==> config.mk <==
export PLATFORM = sky130hd
export DESIGN_NAME = instr_class_profiler
export DESIGN_NICKNAME = d
export VERILOG_FILES = /design/src/rtl/profiler_pkg.sv /design/src/rtl/rv_instr_classifier.sv /design/src/rtl/instr_class_profiler.sv
export SDC_FILE = /design/constraint.sdc
export NUM_CORES = 2
export LEC_CHECK = 0
export BUFFER_PORTS_ARGS = -buffer_cell sky130_fd_sc_hd__buf_2
export CORE_UTILIZATION = 40
export CTS_BUF_LIST = sky130_fd_sc_hd__clkbuf_8
export DETAILED_ROUTE_END_ITERATION = 8
export PLACE_DENSITY = 0.57
export RECOVER_POWER = 25
export SYNTH_ARGS = -nofsm -noshare
export SYNTH_HDL_FRONTEND = slang
export SYNTH_SLANG_ARGS = --single-unit
export TNS_END_PERCENT = 50
==> constraint.sdc <==
create_clock -name clk -period 14.24 [get_ports clk]
set_input_delay 0.712 -clock clk [delete_from_list [all_inputs] [get_ports clk]]
set_output_delay 0.712 -clock clk [all_outputs]
set_load 0.02 [all_outputs]
==> src/rtl/profiler_pkg.sv <==
// Shared types for the instruction-class profiler:
// class encoding, RV32 major opcodes and the ALU funct3 decode.
package profiler_pkg;

    localparam int NUM_CLASSES = 12;
    localparam int NUM_CNT     = NUM_CLASSES + 1;

    typedef enum logic [3:0] {
        LOAD    = 4'd0,
        STORE   = 4'd1,
        ADD     = 4'd2,
        BITWISE = 4'd3,
        SHIFT   = 4'd4,
        COMPARE = 4'd5,
        BRANCH  = 4'd6,
        JUMP    = 4'd7,
        SYSTEM  = 4'd8,
        ATOMIC  = 4'd9,
        MULDIV  = 4'd10,
        OTHER   = 4'd11
    } instr_class_e;

    localparam logic [6:0] OPC_LOAD   = 7'b0000011;
    localparam logic [6:0] OPC_STORE  = 7'b0100011;
    localparam logic [6:0] OPC_BRANCH = 7'b1100011;
    localparam logic [6:0] OPC_JAL    = 7'b1101111;
    localparam logic [6:0] OPC_JALR   = 7'b1100111;
    localparam logic [6:0] OPC_SYSTEM = 7'b1110011;
    localparam logic [6:0] OPC_AMO    = 7'b0101111;
    localparam logic [6:0] OPC_OP     = 7'b0110011;
    localparam logic [6:0] OPC_OPIMM  = 7'b0010011;
    localparam logic [6:0] OPC_LUI    = 7'b0110111;
    localparam logic [6:0] OPC_AUIPC  = 7'b0010111;

    localparam logic [6:0] F7_MULDIV  = 7'b0000001;

    function automatic instr_class_e alu_class(input logic [2:0] funct3);
        case (funct3)
            3'b000:         alu_class = ADD;
            3'b001, 3'b101: alu_class = SHIFT;
            3'b010, 3'b011: alu_class = COMPARE;
            default:        alu_class = BITWISE;
        endcase
    endfunction

endpackage

==> src/rtl/rv_instr_classifier.sv <==
// Combinational RV32 instruction -> profiling class decode.
// Every encoding maps to exactly one class.
module rv_instr_classifier
    import profiler_pkg::*;
(
    input  logic [31:0]  instr_i,
    output instr_class_e class_o
);

    logic [6:0] opcode;
    logic [2:0] funct3;
    logic [6:0] funct7;

    assign opcode = instr_i[6:0];
    assign funct3 = instr_i[14:12];
    assign funct7 = instr_i[31:25];

    always_comb begin
        class_o = OTHER;
        case (opcode)
            OPC_LOAD:           class_o = LOAD;
            OPC_STORE:          class_o = STORE;
            OPC_BRANCH:         class_o = BRANCH;
            OPC_JAL, OPC_JALR:  class_o = JUMP;
            OPC_SYSTEM:         class_o = SYSTEM;
            OPC_AMO:            class_o = ATOMIC;
            OPC_OP: begin
                if (funct7 == F7_MULDIV) class_o = MULDIV;
                else                     class_o = alu_class(funct3);
            end
            OPC_OPIMM:          class_o = alu_class(funct3);
            OPC_LUI, OPC_AUIPC: class_o = ADD;
            default:            class_o = OTHER;
        endcase
    end

endmodule

==> src/rtl/instr_class_profiler.sv <==
// Multi-lane instruction-class profiler: live counters with overflow
// flags, a snapshot shadow bank and a registered indexed read port.
module instr_class_profiler
    import profiler_pkg::*;
#(
    parameter int CNT_W    = 32,
    parameter int LANES    = 2,
    parameter bit SATURATE = 1'b1
) (
    input  logic                   clk,
    input  logic                   rst,
    input  logic                   enable,
    input  logic                   clear,
    input  logic [LANES*32-1:0]    instr,
    input  logic [LANES-1:0]       instr_valid,
    input  logic                   snap_req,
    output logic                   snap_valid,
    input  logic [3:0]             rd_sel,
    output logic [CNT_W-1:0]       rd_data,
    output logic [NUM_CLASSES:0]   ovf_flags
);

    instr_class_e cls [LANES];

    logic [2:0]       inc   [NUM_CNT];
    logic [CNT_W:0]   sum   [NUM_CNT];
    logic [CNT_W-1:0] cnt_q [NUM_CNT];
    logic [CNT_W-1:0] cnt_d [NUM_CNT];
    logic [CNT_W-1:0] shd_q [NUM_CNT];
    logic [NUM_CLASSES:0] ovf_q, ovf_d;
    logic [CNT_W-1:0] rd_q, rd_d;
    logic             snap_q;

    for (genvar g = 0; g < LANES; g++) begin : g_lane
        rv_instr_classifier u_cls (
            .instr_i (instr[32*g +: 32]),
            .class_o (cls[g])
        );
    end

    // Lane hits per class; the last slot counts every valid lane
    always_comb begin
        for (int k = 0; k < NUM_CNT; k++) inc[k] = 3'd0;
        for (int l = 0; l < LANES; l++) begin
            if (instr_valid[l]) begin
                for (int k = 0; k < NUM_CLASSES; k++) begin
                    if (cls[l] == instr_class_e'(k)) inc[k] = inc[k] + 3'd1;
                end
                inc[NUM_CLASSES] = inc[NUM_CLASSES] + 3'd1;
            end
        end
    end

    always_comb begin
        ovf_d = ovf_q;
        for (int k = 0; k < NUM_CNT; k++) begin
            sum[k]   = {1'b0, cnt_q[k]} + {{(CNT_W-2){1'b0}}, inc[k]};
            cnt_d[k] = cnt_q[k];
            if (clear) begin
                cnt_d[k] = '0;
                ovf_d[k] = 1'b0;
            end else if (enable) begin
                if (sum[k][CNT_W]) begin
                    cnt_d[k] = SATURATE ? {CNT_W{1'b1}} : sum[k][CNT_W-1:0];
                    ovf_d[k] = 1'b1;
                end else begin
                    cnt_d[k] = sum[k][CNT_W-1:0];
                end
            end
        end
    end

    always_comb begin
        rd_d = '0;
        for (int k = 0; k < NUM_CNT; k++) begin
            if (rd_sel == 4'(k)) rd_d = shd_q[k];
        end
    end

    always_ff @(posedge clk) begin
        if (rst) begin
            for (int k = 0; k < NUM_CNT; k++) begin
                cnt_q[k] <= '0;
                shd_q[k] <= '0;
            end
            ovf_q  <= '0;
            rd_q   <= '0;
            snap_q <= 1'b0;
        end else begin
            for (int k = 0; k < NUM_CNT; k++) begin
                cnt_q[k] <= cnt_d[k];
                // Shadow captures pre-update values, so clear+snap keeps the old counts
                if (snap_req) shd_q[k] <= cnt_q[k];
            end
            ovf_q  <= ovf_d;
            rd_q   <= rd_d;
            snap_q <= snap_req;
        end
    end

    assign snap_valid = snap_q;
    assign rd_data    = rd_q;
    assign ovf_flags  = ovf_q;

endmodule

==> tab_implementation.tex <==
\begin{tabular}{lr}
\hline
Metric & Value \\
\hline
\multicolumn{2}{l}{\textbf{Synthesis}} \\
Area share of the leading cell type in the synthesized netlist & 30.43\% \\
Yosys warnings & 0 \\
Most used flip-flop cell after synthesis & sky130\_fd\_sc\_hd\_\_dfxtp\_1 \\
Number of register bits inferred by synthesis & 878 \\
Mapped Area & 0.04105 mm\^{}2 \\
Syn avg cell area & 10.19 um\^{}2 \\
Sequential area share after synthesis & 52.96\% \\
Async S/R FF share, synth & 0\% \\
Cell taking the most area after synthesis & sky130\_fd\_sc\_hd\_\_edfxtp\_1 \\
Largest cells by area after synthesis & sky130\_fd\_sc\_hd\_\_edfxtp\_1 30\%, sky130\_fd\_sc\_hd\_\_dfxtp\_1 23\%, sky130\_fd\_sc\_hd\_\_a21oi\_1 5.6\%, sky130\_fd\_sc\_hd\_\_and2\_1 5.1\%, sky130\_fd\_sc\_hd\_\_xor2\_1 3.9\% \\
Synth unique cells & 87 \\
Syn\_nets & 4156 \\
Cell count after synthesis & 4029 \\
EDFF count, synth & 416 \\
\multicolumn{2}{l}{\textbf{Routing}} \\
First-pass iteration count of the detailed router & 6 \\
Routed WL per cell & 20.52 um \\
Total Wirelength & 114200 um \\
Vias after detailed routing & 30090 \\
Via count normalized by instance count & 5.409 \\
Total DRC errors in the routed layout & 0 \\
Remaining antenna violation count & 0 \\
DRC violation total after the first TritonRoute iteration & 2348 \\
\multicolumn{2}{l}{\textbf{Worst setup path}} \\
WP buf/inv & 4 \\
Crit path capture type & flip-flop \\
Max FO, Critical Path & 164 \\
Most common cell on crit path & sky130\_fd\_sc\_hd\_\_clkbuf\_1 \\
Cells along the critical path & clkbuf\_1 > clkbuf\_1 > or2\_4 > buf\_12 > buf\_4 \\
Slowest stage cell on the critical path & sky130\_fd\_sc\_hd\_\_clkbuf\_1 \\
Signal arrival time at the worst endpoint & 6.18 ns \\
Kind of cell with the highest combined delay on the critical path & buffers and inverters \\
Critical path class & input port to flip-flop \\
Required @ worst endpoint & 14.69 ns \\
CP max stage delay & 1.90 ns \\
Startpoint kind of the worst setup timing path & input port \\
\multicolumn{2}{l}{\textbf{Flow run}} \\
Number of max-cap violations & 3 \\
\multicolumn{2}{l}{\textbf{Clocking}} \\
Clock root cell & sky130\_fd\_sc\_hd\_\_clkbuf\_8 \\
CTS Hold Bufs & 0 \\
H-Tree Depth & 4 \\
TritonCTS clock tree & built \\
Number of CTS-inserted buffers & 151 \\
Resized cells post-CTS & 0 \\
Worst-Skew Late Latency & 0.83 ns \\
TritonCTS sink count & 878 \\
Maximum buffer depth of the clock tree & 3 \\
Clock transition at the registers of the reported paths & 0.06 ns \\
Setup Buffers After CTS & 0 \\
\multicolumn{2}{l}{\textbf{STA}} \\
Count of endpoints failing hold in the final timing report & 0 \\
Setup total negative slack & 0 ns \\
Number of pins exceeding their max-slew limit in the final report & 209 \\
Worst rel slew slack & -145.4\% \\
RSZ-0062 raised after global routing & false \\
Crit path time final & 5.732 ns \\
Final hold slack & 0.4402 ns \\
Fin crit share & 40.25\% \\
Layout Skew & 0.03275 ns \\
Worst-margin pin slew & 3.682 ns \\
Max Clk Rate & 174.5 MHz \\
Total of endpoints with negative setup slack in the final report & 0 \\
\multicolumn{2}{l}{\textbf{Final layout}} \\
Net count reported at finish & 4196 \\
Top library cells by usage in the layout, fill and taps aside & 462 x sky130\_fd\_sc\_hd\_\_dfxtp\_1, 460 x sky130\_fd\_sc\_hd\_\_a21oi\_1, 416 x sky130\_fd\_sc\_hd\_\_edfxtp\_1, 302 x sky130\_fd\_sc\_hd\_\_nor2\_1, 254 x sky130\_fd\_sc\_hd\_\_and2\_1 \\
Most common library cell in the layout ignoring fill and taps & sky130\_fd\_sc\_hd\_\_dfxtp\_1 \\
Layout cell share with drive strength beyond 1 & 9.535\% \\
Area grow syn2layout & 10.72\% \\
\multicolumn{2}{l}{\textbf{Outcome}} \\
Outcome & complete, but fails checks \\
Failing checks & capacitance limit, slew limit \\
\multicolumn{2}{l}{\textbf{Floorplanning}} \\
Initial cell density of the core & 40.35\% \\
Die span in x & 322.4 um \\
Die area & 0.1039 mm\^{}2 \\
DIE HEIGHT & 322.4 um \\
Standard-cell row count & 117 \\
Placeable Area & 0.1017 mm\^{}2 \\
Count of pins on the block boundary & 121 \\
\multicolumn{2}{l}{\textbf{Hold path}} \\
Hold/Removal Path Class & flip-flop to flip-flop \\
\multicolumn{2}{l}{\textbf{GRT}} \\
Number of antenna violations at the first check in global routing & 4 \\
Maximum number of pins on one net before global-route repair & 228 \\
Global route total overflow & 0 \\
Total global-route track usage & 21.81\% \\
First-pass GRT wire length & 172300 um \\
Vias in the first global route & 28420 \\
\multicolumn{2}{l}{\textbf{Power and ir drop}} \\
Worst IR Drop VDD & 0.06099 mV \\
P\_leak & 16.68 nW \\
PnR Total Power & 5.251 mW \\
Total power divided by cell area & 115.5 mW/mm\^{}2 \\
\multicolumn{2}{l}{\textbf{Placed design}} \\
Routability Congestion & 0.8712 \\
Half-perimeter wire length of the detailed placement result & 76010 um \\
Buffers on Ports & 90 \\
\hline
\end{tabular}
report_power, final:
group | total (mW) | internal [mW] | switching [mW]
combinational | 0.287 | 0.0711 | 0.216
clock | 2.23 | 1.18 | 1.05
sequential | 2.73 | 2.71 | 0.0275
total | 5.25 | 3.96 | 1.29
final timing paths:
path	start	endpoint	slack, ns	cells after the start
worst min-delay path	ovf_flags[9]	ovf_flags[9]	0.44	2
worst max-delay path	rst	shd_q[0][202]	8.51	5
worst min register to register	ovf_flags[9]	ovf_flags[9]	0.44	2
worst max register to register	cnt_q[0][96]	cnt_q[0][113]	10.86	9
final cells by class:
cell class | instances | area (um^2)
Multi-Input combinational cell | 2808 | 17890
Timing Repair Buffer | 129 | 782.0
Tap cell | 1368 | 1712
Sequential cell | 878 | 21740
Inverter | 101 | 379.1
Antenna cell | 1 | 2.502
Fill cell | 9823 | 56290
Clock buffer | 183 | 2519
Clock inverter | 96 | 427.9
registers in the layout (all words and copies together), names as in the netlist:
signal,cells
snap_valid,1
rd_data,32
cnt_q,416
shd_q,416
ovf_flags,13
synth_stat cells (13+ instances only):
library cell                 n
sky130_fd_sc_hd__dfxtp_1   462
sky130_fd_sc_hd__a21oi_1   460
sky130_fd_sc_hd__edfxtp_1  416
sky130_fd_sc_hd__and2_1    336
sky130_fd_sc_hd__nor2_1    303
sky130_fd_sc_hd__nand2_1   202
sky130_fd_sc_hd__xor2_1    184
sky130_fd_sc_hd__clkbuf_1  171
sky130_fd_sc_hd__nand3_1   144
sky130_fd_sc_hd__xnor2_1   135
sky130_fd_sc_hd__o21ai_0   113
sky130_fd_sc_hd__nor2b_1   110
sky130_fd_sc_hd__inv_1     101
sky130_fd_sc_hd__nand4_1    94
sky130_fd_sc_hd__mux2i_1    85
sky130_fd_sc_hd__and3_1     74
sky130_fd_sc_hd__nor3_1     55
sky130_fd_sc_hd__a211oi_1   50
sky130_fd_sc_hd__and4_1     50
sky130_fd_sc_hd__buf_2      50
sky130_fd_sc_hd__ha_1       39
sky130_fd_sc_hd__o22ai_1    30
sky130_fd_sc_hd__a31oi_1    25
sky130_fd_sc_hd__a21o_1     23
sky130_fd_sc_hd__nor3b_1    23
sky130_fd_sc_hd__a221oi_1   20
sky130_fd_sc_hd__a22o_1     20
sky130_fd_sc_hd__o31ai_1    18
sky130_fd_sc_hd__mux2_2     15
sky130_fd_sc_hd__o211a_1    15
sky130_fd_sc_hd__nand2b_1   14
sky130_fd_sc_hd__fa_1       13
metal layers:
metal / vias up / wire [um] / track usage (%)
li1: 14460 / - / -
met5: - / 0 / 0
met3: 179 / 6066 / 4.370
met1: 14750 / 52270 / 29.95
met2: 705 / 52690 / 34.23
met4: 0 / 3155 / 7.280
per-stage QoR:
stage          std cells  util [%]  instance area [um^2]  setup WS [ns]
5_1_grt             5564     44.67                 45450          8.134
6_report            5564     44.67                 45450          8.508
3_3_place_gp        5284     41.80                 42520          8.467
4_1_cts             5563     44.69                 45470          9.228
3_5_place_dp        5284     41.80                 42520          8.351
2_1_floorplan       4029         -                 41050          7.354
cell families after synthesis:
| kind of cell | share of synthesized area, % |
|---|---|
| fa+ha+maj | 1.823 |
| simple gates | 20.46 |
| flops | 52.96 |
| compound gates | 11.93 |
| mux | 2.539 |
| buf+inv | 3.481 |
| xor+xnor | 6.806 |
worst reg2reg max path: stages (launching register included):
cell and delay, ns:
sky130_fd_sc_hd__dfxtp_1 0.35, sky130_fd_sc_hd__ha_1 0.18, sky130_fd_sc_hd__inv_1 0.06, sky130_fd_sc_hd__fa_1 0.40, sky130_fd_sc_hd__and3b_1 0.33, sky130_fd_sc_hd__nand2_1 0.24, sky130_fd_sc_hd__nor2_1 0.23, sky130_fd_sc_hd__and4_1 0.36
sky130_fd_sc_hd__nand2_1 0.75, sky130_fd_sc_hd__a21oi_1 0.40
No activity file was read; power rests on OpenSTA's default activity.
